## src/rtl/muldiv_sequencer_if.sv

```systemverilog
// Request/response bundle for the RV32M multiply/divide sequencer.
// The master issues operations; the slave (the sequencer) reports busy/done/result.
interface muldiv_sequencer_if;
  logic        start;
  logic        flush;
  logic [2:0]  op;
  logic [31:0] rs1;
  logic [31:0] rs2;
  logic        busy;
  logic        done;
  logic [31:0] result;

  modport master (output start, flush, op, rs1, rs2, input busy, done, result);
  modport slave  (input start, flush, op, rs1, rs2, output busy, done, result);
endinterface

```

## src/rtl/muldiv_sequencer.sv

```systemverilog
// Iterative RV32M multiply/divide unit: 32-step shift-add multiply or restoring
// divide on operand magnitudes, followed by a sign fix-up cycle.
module muldiv_sequencer (
  input logic               clk,
  input logic               rst,
  muldiv_sequencer_if.slave bus
);

  typedef enum logic [1:0] {IDLE = 2'd0, CALC = 2'd1, FIX = 2'd2} state_t;

  function automatic logic [31:0] cneg32(input logic [31:0] v, input logic n);
    return n ? (~v + 32'd1) : v;
  endfunction

  function automatic logic [63:0] cneg64(input logic [63:0] v, input logic n);
    return n ? (~v + 64'd1) : v;
  endfunction

  state_t      state_r, state_next_s;
  logic [2:0]  op_r;
  logic        sign1_r, sign2_r, dz_r, ovf_r, done_r;
  logic [31:0] b_r, acc_hi_r, acc_lo_r, result_r;
  logic [4:0]  cnt_r;

  logic        accept_s, done_next_s;
  logic        rs1_signed_s, rs2_signed_s, sign1_in_s, sign2_in_s, dz_in_s, ovf_in_s;
  logic [31:0] mag1_s, mag2_s, step_hi_s, step_lo_s, fix_result_s;
  logic [32:0] sum_s, rem_shift_s, diff_s;
  logic [63:0] prod_s;

  // Operand decode at the accept edge: signedness, magnitudes and bypass cases.
  always_comb begin
    accept_s     = (state_r == IDLE) && bus.start && !bus.flush;
    rs1_signed_s = bus.op[2] ? !bus.op[0] : (bus.op[1:0] != 2'b11);
    rs2_signed_s = bus.op[2] ? !bus.op[0] : !bus.op[1];
    sign1_in_s   = rs1_signed_s && bus.rs1[31];
    sign2_in_s   = rs2_signed_s && bus.rs2[31];
    mag1_s       = cneg32(bus.rs1, sign1_in_s);
    mag2_s       = cneg32(bus.rs2, sign2_in_s);
    dz_in_s      = bus.op[2] && (bus.rs2 == 32'd0);
    ovf_in_s     = bus.op[2] && !bus.op[0] && (bus.rs1 == 32'h8000_0000) &&
                   (bus.rs2 == 32'hFFFF_FFFF);
  end

  // One iteration: acc_lo holds the multiplier (mul) or the dividend bits still to shift in (div).
  always_comb begin
    step_hi_s   = acc_hi_r;
    step_lo_s   = acc_lo_r;
    sum_s       = {1'b0, acc_hi_r} + (acc_lo_r[0] ? {1'b0, b_r} : 33'd0);
    rem_shift_s = {acc_hi_r, acc_lo_r[31]};
    diff_s      = rem_shift_s - {1'b0, b_r};
    if (op_r[2]) begin
      if (diff_s[32]) begin
        step_hi_s = rem_shift_s[31:0];
        step_lo_s = {acc_lo_r[30:0], 1'b0};
      end else begin
        step_hi_s = diff_s[31:0];
        step_lo_s = {acc_lo_r[30:0], 1'b1};
      end
    end else begin
      step_hi_s = sum_s[32:1];
      step_lo_s = {sum_s[0], acc_lo_r[31:1]};
    end
  end

  // Sign fix-up and result selection; bypassed divides never iterate, so acc_lo still holds |rs1|.
  always_comb begin
    prod_s       = cneg64({acc_hi_r, acc_lo_r}, sign1_r ^ sign2_r);
    fix_result_s = 32'd0;
    case (op_r)
      3'b000: fix_result_s = prod_s[31:0];
      3'b001, 3'b010, 3'b011: fix_result_s = prod_s[63:32];
      3'b100, 3'b101: begin
        if (dz_r) begin
          fix_result_s = 32'hFFFF_FFFF;
        end else if (ovf_r) begin
          fix_result_s = 32'h8000_0000;
        end else begin
          fix_result_s = cneg32(acc_lo_r, sign1_r ^ sign2_r);
        end
      end
      3'b110, 3'b111: begin
        if (dz_r) begin
          fix_result_s = cneg32(acc_lo_r, sign1_r);
        end else if (ovf_r) begin
          fix_result_s = 32'd0;
        end else begin
          fix_result_s = cneg32(acc_hi_r, sign1_r);
        end
      end
      default: fix_result_s = 32'd0;
    endcase
  end

  // Next-state logic; flush kills any in-flight operation without a done pulse.
  always_comb begin
    state_next_s = state_r;
    done_next_s  = 1'b0;
    case (state_r)
      IDLE: begin
        if (accept_s) begin
          state_next_s = (dz_in_s || ovf_in_s) ? FIX : CALC;
        end else begin
          state_next_s = IDLE;
        end
      end
      CALC: begin
        if (bus.flush) begin
          state_next_s = IDLE;
        end else if (cnt_r == 5'd31) begin
          state_next_s = FIX;
        end else begin
          state_next_s = CALC;
        end
      end
      FIX: begin
        state_next_s = IDLE;
        done_next_s  = !bus.flush;
      end
      default: state_next_s = IDLE;
    endcase
  end

  // State register.
  always_ff @(posedge clk or posedge rst) begin
    if (rst) begin
      state_r <= IDLE;
    end else begin
      state_r <= state_next_s;
    end
  end

  // Operand latch, iteration datapath and registered outputs.
  always_ff @(posedge clk or posedge rst) begin
    if (rst) begin
      op_r     <= 3'd0;
      sign1_r  <= 1'b0;
      sign2_r  <= 1'b0;
      dz_r     <= 1'b0;
      ovf_r    <= 1'b0;
      b_r      <= 32'd0;
      acc_hi_r <= 32'd0;
      acc_lo_r <= 32'd0;
      cnt_r    <= 5'd0;
      done_r   <= 1'b0;
      result_r <= 32'd0;
    end else begin
      done_r <= done_next_s;
      if (accept_s) begin
        op_r     <= bus.op;
        sign1_r  <= sign1_in_s;
        sign2_r  <= sign2_in_s;
        dz_r     <= dz_in_s;
        ovf_r    <= ovf_in_s;
        b_r      <= mag2_s;
        acc_hi_r <= 32'd0;
        acc_lo_r <= mag1_s;
        cnt_r    <= 5'd0;
      end else if (state_r == CALC) begin
        acc_hi_r <= step_hi_s;
        acc_lo_r <= step_lo_s;
        cnt_r    <= cnt_r + 5'd1;
      end
      if (done_next_s) begin
        result_r <= fix_result_s;
      end
    end
  end

  assign bus.busy   = (state_r != IDLE);
  assign bus.done   = done_r;
  assign bus.result = result_r;

endmodule

```

## src/flat_wrapper.sv

```systemverilog
// flat-port wrapper written by rule: the top's interface ports become plain ports
module muldiv_sequencer_flat 
  (clk, rst, bus_start, bus_flush, bus_op, bus_rs1, bus_rs2, bus_busy, bus_done, bus_result);
  muldiv_sequencer_if bus_i ();
  input logic clk;
  input logic rst;
  input wire logic [$bits(bus_i.start)-1:0] bus_start;
  input wire logic [$bits(bus_i.flush)-1:0] bus_flush;
  input wire logic [$bits(bus_i.op)-1:0] bus_op;
  input wire logic [$bits(bus_i.rs1)-1:0] bus_rs1;
  input wire logic [$bits(bus_i.rs2)-1:0] bus_rs2;
  output wire logic [$bits(bus_i.busy)-1:0] bus_busy;
  output wire logic [$bits(bus_i.done)-1:0] bus_done;
  output wire logic [$bits(bus_i.result)-1:0] bus_result;
  assign bus_i.start = bus_start;
  assign bus_i.flush = bus_flush;
  assign bus_i.op = bus_op;
  assign bus_i.rs1 = bus_rs1;
  assign bus_i.rs2 = bus_rs2;
  assign bus_busy = bus_i.busy;
  assign bus_done = bus_i.done;
  assign bus_result = bus_i.result;
  muldiv_sequencer u_core (.clk(clk), .rst(rst), .bus(bus_i));
endmodule
```

## config.mk

```make
export PLATFORM = sky130hd
export DESIGN_NAME = muldiv_sequencer_flat
export DESIGN_NICKNAME = d
export VERILOG_FILES = /design/src/rtl/muldiv_sequencer_if.sv /design/src/rtl/muldiv_sequencer.sv /design/src/flat_wrapper.sv
export SDC_FILE = /design/constraint.sdc
export NUM_CORES = 1
export LEC_CHECK = 0
export CORE_UTILIZATION = 62
export CTS_BUF_LIST = sky130_fd_sc_hd__clkbuf_2
export CTS_CLUSTER_SIZE = 25
export DETAILED_ROUTE_END_ITERATION = 16
export PLACE_DENSITY = 0.94
export SKIP_CTS_REPAIR_TIMING = 1
export SYNTH_ARGS = -nofsm -noshare
export SYNTH_HDL_FRONTEND = slang
export SYNTH_SLANG_ARGS = --single-unit
```

## constraint.sdc

```tcl
create_clock -name clk -period 6.3 [get_ports clk]
set_clock_uncertainty 0.2 [all_clocks]
set_input_delay 1.26 -clock clk [delete_from_list [all_inputs] [get_ports clk]]
set_output_delay 1.26 -clock clk [all_outputs]
set_load 0.01 [all_outputs]
```

Yosys cells after proc, flatten, opt, wreduce, memory -nomap -nowiden
Index checks and enable logic that the tools add are counted.
Widths: inputs -> output; s select.
- register bits after elaboration: 143
- output and inout bits: 34
- $add $sub $neg: 8
- equality and inequality tests: 13
- muxes and demuxes: 30
- bitwise operators: 6
- reduce and logical (&&, ||, !) cells: 20
- operators by type and width (kind ; count):
    $mux 32 ; 17
    $add 32x1->32 const B ; 4
    $not 32->32 ; 4
    $pmux 32 s4 ; 1
    $add 64x1->64 const B ; 1
    $eq 32x32->1 const B ; 2
    $mux 64 ; 1
    $not 64->64 ; 1
    $add 32x33->33 ; 1
    $sub 33x32->33 ; 1
    $logic_not 32->1 ; 1
    $eq 3x3->1 const B ; 4
    $mux 5 ; 2
    $logic_and 1x1->1 ; 8
    $mux 2 ; 4
    $eq 3x2->1 const B ; 2
    $add 5x1->5 const B ; 1
    $eq 5x5->1 const B ; 1
    $mux 1 ; 4
    $pmux 2 s2 ; 1
    $reduce_bool 2->1 ; 2
    $reduce_or 2->1 ; 2
    $eq 3x1->1 const B ; 1
    $logic_not 1->1 ; 3
    other kinds (8) ; 8

Logic depth before layout (Yosys ltp)
Gate-level depths: netlist (run 1).
- depth in word-level cells: 8
- mapped depth: 16
- mapped depth without buffers: 14

Worst setup path before layout (run 1)
No wires, ideal clock.
- kind: register to register
- start point: register u_core.acc_lo_r[0]
- end point: register u_core.acc_hi_r[28]
- setup time: 126 ps
- arrival: 3464 ps
- data required time: 5974 ps
- slack: 2510 ps
- cell stages (with the launch flop): 16
- buffers on the path: 2
- period minus slack after synthesis: 3790 ps
- cells stage by stage: dfrtp_1 clkbuf_1 inv_1 clkbuf_1 nor2_1 ha_1 o211ai_1 o21ai_0 o21a_1 or3_1 a211oi_1 o21ai_0 a21o_1 a31oi_1 xnor2_1 a221o_1
- longest elaborated chain between the ends: 5
- RTL lines (element ; line ; RTL):
    start: declaration ; muldiv_sequencer.sv:22 ; logic [31:0] b_r, acc_hi_r, acc_lo_r, result_r;
    start signal: assignment ; muldiv_sequencer.sv:157 ; acc_lo_r <= mag1_s;
    start signal: assignment ; muldiv_sequencer.sv:161 ; acc_lo_r <= step_lo_s;
    $mux 32 ; muldiv_sequencer.sv:49 ; sum_s = {1'b0, acc_hi_r} + (acc_lo_r[0] ? {1'b0, b_r} : 33'd0);
    $add 32x33->33 ; muldiv_sequencer.sv:49 ;
    $mux 32 ; muldiv_sequencer.sv:52 ; if (op_r[2]) begin
    $mux 32 ; muldiv_sequencer.sv:159 ; end else if (state_r == CALC) begin
    $mux 32 ; muldiv_sequencer.sv:149 ; if (accept_s) begin
    end signal: assignment ; muldiv_sequencer.sv:160 ; acc_hi_r <= step_hi_s;
    end: declaration ; muldiv_sequencer.sv:22 ;
No other way between the ends. The select of a mux whose other input is x is not followed.
A chain may end at the register's enable or synchronous reset.

Final worst setup path (run 1)
Same ends and word-level chain as after synthesis.

==> impl_summary.txt, run 1 <==
----------------------------------------------------
[Timing]
  Measured slew at the worst slew-check pin ... between 1 and 1.5 ns
  Max frequency ... about 220 MHz
  Summed negative setup slack over all endpoints ... 0 ns
  Pins Over Slew Limit ... 0
  Smallest hold slack ... ~0.32 ns
  Post-route clock period utilization ... between 70 and 80%
  Final critical path time including I/O delays and setup ... about 4.5 ns
  Worst slew slack as a fraction of its limit ... approximately a quarter
  Unrepaired setup endpoints after global routing ... no
  Final Hold Viols ... 0
  Setup WS post-layout ... between 1.5 and 2 ns
  Total of endpoints with negative setup slack in the final report ... 0

[Critical path]
  Launching element type of the critical path ... flip-flop
  Arrival time of the worst setup path ... between 5 and 6 ns
  Launch point of the worst reg-to-reg path ... u_core.acc_lo_r[0]$_DFFE_PP0P_
  Reg-to-reg setup timing slack ... roughly 1.8 ns
  Worst R2R End ... u_core.acc_hi_r[28]$_DFFE_PP0P_
  Required time at the endpoint of the critical path ... a little under 7 ns
  CP Class ... flip-flop to flip-flop
  FF-to-FF path depth ... 13
  Top fanout value on the critical path ... 15
  Source of the critical timing path ... u_core.acc_lo_r[0]$_DFFE_PP0P_
  Kind of end point of the critical path ... flip-flop

[Pwr]
  Peak supply drop ... between 0.0003 and 0.0004 V
  Pint ... about 3.0 mW
  Combinational fraction of design power ... 63.8%
  Relative contribution of sequential cells to total power ... a little over a quarter
  Areal power density over the cells ... between 400 and 500 nW/um^2
  Switching power ... between 3 and 4 mW
  Switching portion of total power ... between 50% and 60%
  Leakage power figure ... between 6 and 7 nW
  Clk network pwr share ... a little under a tenth

[Route]
  Vias per Instance ... about 7
  Vias ... roughly 15000
  Routed wirelength normalized by instance count ... roughly 21 um
  Count of nets left with antenna violations after detail routing ... 0
  DR pass1 iterations ... 7
  Routed Wire Length ... approximately 47000 um
  Number of remaining DRC errors ... 0
  Drt first-iter violations ... about 2000

[Clock tree]
  CTS Root Cell ... sky130_fd_sc_hd__clkbuf_2
  Depth of the CTS H-tree ... 4
  Clk pin slew, worst setup/hold paths ... 0.24 ns
  CTS tree ... yes
  Insertion delay of the later-clocked pin in the worst-skew pair ... approximately 0.8 ns
  Largest buffer count on any clock path ... 2
  Total clock sinks ... around 140
  Cts bufs inserted ... 17

[GRT]
  Vias in the first global route ... approximately 14000
  Grt met1 use ... a little over half
  Number of antenna violations at the first check in global routing ... 2
  Grt ovf ... 0
  Largest net degree at the start of global routing ... ~110
  Met3 demand-to-capacity share in global routing ... about 8.5%
  Met2 demand-to-capacity share in global routing ... 59.1%
  Global-route usage over all layers ... ~40%
  Routing layer with the top usage in global route ... met2
  Global-route wire length before repair ... between 70000 and 80000 um

[Finish]
  Post-layout util ... between 60% and 70%
  Finished Layout Cells ... ~2200
  Total Nets Final ... just over 2000
  Syn-to-layout area delta ... 8.99%
  Share of final-layout standard cells stronger than drive strength 1 ... approximately 4.7%
  Fillers ... roughly 1800

[Synth]
  Syn. warnings ... 0
  Number of unique standard cell types used by synthesis ... a little under 80
  Post-synthesis cell count ... ~1900
  Syn nets ... between 2000 and 2500
  Leading post-synthesis cells by cell area ... sky130_fd_sc_hd__dfrtp_1 (25%), sky130_fd_sc_hd__xnor2_1 (7.6%), sky130_fd_sc_hd__o21ai_0 (6.7%), sky130_fd_sc_hd__ha_1 (6.1%), sky130_fd_sc_hd__xor2_1 (6.1%)
  Post-synth top flop ... sky130_fd_sc_hd__dfrtp_1
  EDFF count, synth ... 0
  Area share of the largest cell type after synthesis ... between 20% and 30%
  Fraction of registers with async set or reset after synthesis ... 100%
  Seq/Total Area, Yosys ... around a quarter
  Cell type contributing the most total cell area after synthesis ... sky130_fd_sc_hd__dfrtp_1
  Post-synthesis cell area ... 14500 um^2
  Number of storage elements in the synthesis netlist ... ~140
  Average footprint of a synthesized cell ... around 7.6 um^2

[Placed design]
  Placed Cells ... approximately 2200
  Number of buffers added on ports ... 104
  Worst slack at placement ... 1.60 ns
  Final HPWL DP ... roughly 34000 um
  GP Congestion ... 1.03

[Worst hold path]
  Worst hold path type ... flip-flop to flip-flop
  Worst hold path stage count ... 2
  Beginning of the worst hold path ... u_core.b_r[4]$_DFFE_PP0P_
  WHS Endpoint ... u_core.b_r[4]$_DFFE_PP0P_

[Run]
  Max Cap Violations ... 0

[Floorplan]
  Floorplan die area ... about 24000 um^2
  Number of primary I/O pins ... approximately 110
  Initial core utilization ... ~64%
  Die Span Y ... between 150 and 200 um
  Core region area ... around 23000 um^2
  Row count ... 55
  Width of the chip ... between 150 and 200 um

[Status]
  Status ... finished, final reports clean

----------------------------------------------------
[cell usage in the layout, fill, tap and decap left out, drive strengths merged, types with 5 or more instances in the layout]
cell / instances
nor2: 157
buf: 15
or4: 13
nand2b: 24
o211ai: 31
clkbuf: 18
nor2b: 12
o22ai: 26
or2: 12
inv: 75
xor2: 101
o21ai: 198
nand4: 16
xnor2: 126
o21a: 11
or3: 29
o21bai: 8
dfrtp: 143
a221oi: 16
o31ai: 28
a31oi: 18
a22oi: 30
ha: 71
nor4: 10
a211oi: 13
mux2: 7
a21oi: 150
nor3: 39
and2: 8
a21o: 29
nand3: 23
o221ai: 19
and3: 6
o41ai: 9
o22a: 5
nand2: 201
clkdlybuf4s50: 104
mux2i: 57
[worst max-delay path: stages, from the launching register on]
cell,delay (ns)
sky130_fd_sc_hd__dfrtp_1,0.57
sky130_fd_sc_hd__inv_1,0.52
sky130_fd_sc_hd__nor2_1,0.11
sky130_fd_sc_hd__ha_1,0.37
sky130_fd_sc_hd__o211ai_1,0.21
sky130_fd_sc_hd__o21ai_0,0.21
sky130_fd_sc_hd__o21a_1,0.28
sky130_fd_sc_hd__or3_1,0.41
sky130_fd_sc_hd__a211oi_1,0.55
sky130_fd_sc_hd__o21ai_0,0.19
sky130_fd_sc_hd__a21o_1,0.23
sky130_fd_sc_hd__a31oi_1,0.22
sky130_fd_sc_hd__xnor2_1,0.09
sky130_fd_sc_hd__a221o_1,0.31
[stage by stage]
stage	instance area [um^2]	power [mW]
after floorplan	14500	4.67
after global placement	15500	5.55
after detailed placement	15500	5.70
after CTS	15800	6.29
after global routing	15800	6.85
final	15800	6.46
[registers in the layout (all words and copies together) (netlist names)]
register and flops:
u_core.sign1_r 1, u_core.sign2_r 1, u_core.acc_lo_r 32, u_core.bus.result 32, u_core.op_r 3, u_core.dz_r 1, u_core.state_r 2, u_core.ovf_r 1
u_core.acc_hi_r 32, u_core.bus.done 1, u_core.b_r 32, u_core.cnt_r 5
[power groups by stage]
stage / registers, mW / logic (mW) / clock network (mW)
finish: 1.74 / 4.12 / 0.596
global route: 1.75 / 4.47 / 0.628
CTS: 1.69 / 4.01 / 0.590
detailed placement: 1.71 / 3.99 / 0
global placement: 1.69 / 3.85 / 0
floorplan: 1.30 / 3.37 / 0
[synthesized netlist by cell type, types with 4 or more instances]
library cell               count
sky130_fd_sc_hd__o211ai_1     31
sky130_fd_sc_hd__and2_1        8
sky130_fd_sc_hd__nor2_1      157
sky130_fd_sc_hd__o31ai_1      28
sky130_fd_sc_hd__a21oi_1     150
sky130_fd_sc_hd__inv_1        65
sky130_fd_sc_hd__a211oi_1     13
sky130_fd_sc_hd__nand4_1      16
sky130_fd_sc_hd__mux2_2        7
sky130_fd_sc_hd__or3_1        28
sky130_fd_sc_hd__o21a_1       11
sky130_fd_sc_hd__nand4b_1      4
sky130_fd_sc_hd__a31oi_1      18
sky130_fd_sc_hd__a22o_1        4
sky130_fd_sc_hd__o22a_1        5
sky130_fd_sc_hd__o22ai_1      26
sky130_fd_sc_hd__nand2b_1     24
sky130_fd_sc_hd__xnor2_1     126
sky130_fd_sc_hd__mux2i_1      57
sky130_fd_sc_hd__clkbuf_1    120
sky130_fd_sc_hd__o21bai_1      8
sky130_fd_sc_hd__o21ai_0     195
sky130_fd_sc_hd__o41ai_1       8
sky130_fd_sc_hd__o221ai_1     18
sky130_fd_sc_hd__nor4_1        9
sky130_fd_sc_hd__dfrtp_1     143
sky130_fd_sc_hd__a221oi_1     16
sky130_fd_sc_hd__a22oi_1      30
sky130_fd_sc_hd__nor2b_1      12
sky130_fd_sc_hd__or4_1        13
sky130_fd_sc_hd__buf_1        15
sky130_fd_sc_hd__buf_2         5
sky130_fd_sc_hd__a21o_1       29
sky130_fd_sc_hd__or2_2        12
sky130_fd_sc_hd__ha_1         71
sky130_fd_sc_hd__nor3_1       39
sky130_fd_sc_hd__o31a_1        4
sky130_fd_sc_hd__and3_1        6
sky130_fd_sc_hd__nand2_1     200
sky130_fd_sc_hd__nand3_1      23
sky130_fd_sc_hd__xor2_1      101
[per-layer routing]
layer	share of wire, %	wire length, um
met2	44	20500
met5	0	0
met1	39	18300
met4	4.5	2110
met3	13	5890
[final cells by class]
type | count | area (um^2) | area share, %
sequential | 143 | 3580 | 22.7
timing repair buffer | 119 | 1150 | 7.31
clock buffer | 18 | 90.1 | 0.571
tap | 313 | 392 | 2.48
inverter | 67 | 256 | 1.63
antenna | 1 | 2.50 | 0.0159
multi-input combinational | 1553 | 10200 | 64.4
clock inverter | 14 | 145 | 0.920
[kinds of logic after synthesis]
kind of cell               share of synthesized area (%)
DFF                                                 24.7
muxes                                               4.48
AOI/OAI and AO/OA                                   26.9
xor gates and xnor gates                            13.7
and+or+nand+nor                                     18.3
buffers and inverters                               5.54
adders and majority gates                           6.41
[worst max-delay path by stage]
stage,endpoint,slack (ns),cells past startpoint
after floorplan,u_core.acc_hi_r[0]$_DFFE_PP0P_,1.00,1
after global placement,u_core.b_r[30]$_DFFE_PP0P_,1.72,10
after detailed placement,u_core.b_r[30]$_DFFE_PP0P_,1.60,10
after CTS,u_core.acc_hi_r[28]$_DFFE_PP0P_,1.87,13
after global routing,u_core.acc_hi_r[28]$_DFFE_PP0P_,1.62,13
final,u_core.acc_hi_r[28]$_DFFE_PP0P_,1.76,13
No activity file was read; power rests on OpenSTA's default activity.
==> inputs of run 2 (changes only) <==
Settings changed: CORE_UTILIZATION 62 to 56, PLACE_DENSITY 0.94 to 0.9.
Clock period 6.3 ns to 4.1 ns, I/O delays scaled along.
==> run 2 against run 1 <==
Effect of this change: largest power group unchanged; register-to-register slack got worse by 1.6 ns; via count is 1.3% higher; highest routed layer unchanged; worst setup slack worse by 1.6 ns; clock power grew 51%.
==> impl_summary.txt, run 2 (synthesis gave the netlist of run 1 again) <==
----------------------------------------------------
[Timing]
  Setup WS post-layout ... just over 0.2 ns
  Pins Over Slew Limit ... 0
  Worst slew slack as a fraction of its limit ... a little under a third
  Final Hold Viols ... 0
  Summed negative setup slack over all endpoints ... 0 ns
  Max frequency ... 257 MHz
  Measured slew at the worst slew-check pin ... roughly 1.0 ns
  Total of endpoints with negative setup slack in the final report ... 0
  Final critical path time including I/O delays and setup ... 3.89 ns
  Unrepaired setup endpoints after global routing ... no
  Post-route clock period utilization ... between 90% and 100%

[Floorplan]
  Row count ... 58
  Width of the chip ... roughly 160 um
  Die Span Y ... 163 um
  Floorplan die area ... roughly 27000 um^2
  Initial core utilization ... between 50% and 60%
  Core region area ... 25300 um^2
  Number of primary I/O pins ... 105

[Status]
  Status ... finished, final reports clean

[GRT]
  Vias in the first global route ... roughly 14000
  Largest net degree at the start of global routing ... between 50 and 60
  Number of antenna violations at the first check in global routing ... 1
  Global-route wire length before repair ... about 77000 um
  Grt ovf ... 0
  Global-route usage over all layers ... between 30% and 40%

[Critical path]
  Kind of end point of the critical path ... flip-flop
  Required time at the endpoint of the critical path ... roughly 4.6 ns
  CP Class ... flip-flop to flip-flop
  Top fanout value on the critical path ... 7
  Arrival time of the worst setup path ... 4.37 ns
  Launching element type of the critical path ... flip-flop

[Placed design]
  GP Congestion ... just over 1
  Placed Cells ... 2279
  Final HPWL DP ... roughly 37000 um
  Worst slack at placement ... between 0.015 and 0.02 ns
  Number of buffers added on ports ... about 100

[Pwr]
  Areal power density over the cells ... between 600 and 700 nW/um^2
  Leakage power figure ... approximately 6.9 nW
  Final Total Pwr ... 10.3 mW
  Peak supply drop ... approximately 0.00034 V

[Clock tree]
  Clk pin slew, worst setup/hold paths ... between 0.2 and 0.3 ns
  CTS tree ... yes
  Total clock sinks ... between 100 and 150
  CTS Root Cell ... sky130_fd_sc_hd__clkbuf_2
  Largest buffer count on any clock path ... 2
  Depth of the CTS H-tree ... 4
  Insertion delay of the later-clocked pin in the worst-skew pair ... roughly 0.78 ns
  Cts bufs inserted ... 17

[Route]
  Count of nets left with antenna violations after detail routing ... 0
  Routed wirelength normalized by instance count ... ~21 um
  DR pass1 iterations ... 6
  Number of remaining DRC errors ... 0
  Routed Wire Length ... around 49000 um
  Vias ... ~15000
  Drt first-iter violations ... 1905
  Vias per Instance ... 6.63

[Finish]
  Fillers ... 2191
  Finished Layout Cells ... between 2000 and 2500
  Share of final-layout standard cells stronger than drive strength 1 ... 8.17%
  Register area ... around 3600 um^2
  Syn-to-layout area delta ... 12.9%
  Most frequent standard cell in the layout excluding fill and tap cells ... sky130_fd_sc_hd__nand2_1
  Combined area of the multi-input logic cells ... between 10000 and 15000 um^2
  Post-layout util ... about 65%
  Top library cells by usage in the layout, fill and taps aside ... sky130_fd_sc_hd__nand2_1 (200), sky130_fd_sc_hd__o21ai_0 (195), sky130_fd_sc_hd__nor2_1 (156)
  Total Nets Final ... about 2100

[Run]
  Max Cap Violations ... 0

[Worst hold path]
  Worst hold path type ... input port to asynchronous set/reset pin

----------------------------------------------------
-- run 2: through the flow --
stage	hold slack, ns	area, um^2
detailed placement	0.273	16100
CTS	0.176	16300
finish	0.202	16400
global placement	0.261	16100
global route	0.187	16400
floorplan	0.250	14500
-- run 2: worst paths after layout --
| path | start | slack (ns) | depth (start not counted) | to |
|---|---|---|---|---|
| max | u_core.acc_lo_r[0]$_DFFE_PP0P_ | 0.21 | 12 | u_core.bus.result[31]$_DFFE_PP0P_ |
| min | rst | 0.20 | 2 | u_core.acc_lo_r[8]$_DFFE_PP0P_ |
| min reg2reg | u_core.bus.result[0]$_DFFE_PP0P_ | 0.32 | 2 | u_core.bus.result[0]$_DFFE_PP0P_ |
| max in group asynchronous | rst | 2.66 | 3 | u_core.acc_hi_r[16]$_DFFE_PP0P_ |
| min in group clk | u_core.bus.result[0]$_DFFE_PP0P_ | 0.32 | 2 | u_core.bus.result[0]$_DFFE_PP0P_ |
| max reg2reg | u_core.acc_lo_r[0]$_DFFE_PP0P_ | 0.21 | 12 | u_core.bus.result[31]$_DFFE_PP0P_ |
-- run 2: area by class of cell --
cell class	count	area share [%]
multi-input cells	1553	62.1
repair buffers	188	10.5
inverters	67	1.56
clock buffers	18	0.551
diodes	1	0.0153
well taps	330	2.53
flip-flops and latches	143	21.9
clock inverters	14	0.895
-- run 2: per-layer routing --
layer,global-route usage [%],up-vias,share of wire [%]
met2,56.3,979,44
met4,17.6,0,4.3
met1,51.2,7221,41
met3,6.82,169,11
met5,0,-,0
li1,-,6982,-
-- run 2: worst max-delay path, cell delays in order (launching register included) --
cell and delay (ns):
sky130_fd_sc_hd__dfrtp_1 0.46, sky130_fd_sc_hd__buf_4 0.18, sky130_fd_sc_hd__or4_1 0.57, sky130_fd_sc_hd__nor3_1 0.35
sky130_fd_sc_hd__nand4_1 0.38, sky130_fd_sc_hd__nor4b_1 0.41, sky130_fd_sc_hd__buf_4 0.20, sky130_fd_sc_hd__nor2_1 0.05
sky130_fd_sc_hd__xnor2_1 0.39, sky130_fd_sc_hd__a31oi_1 0.15, sky130_fd_sc_hd__o21ai_0 0.09, sky130_fd_sc_hd__o221ai_1 0.17
sky130_fd_sc_hd__a22o_1 0.22
-- run 2: power breakdown --
group / internal (mW) / total [mW] / switching (mW)
logic: 2.94 / 7.00 / 4.05
registers: 1.74 / 2.39 / 0.644
clock network: 0.245 / 0.902 / 0.657
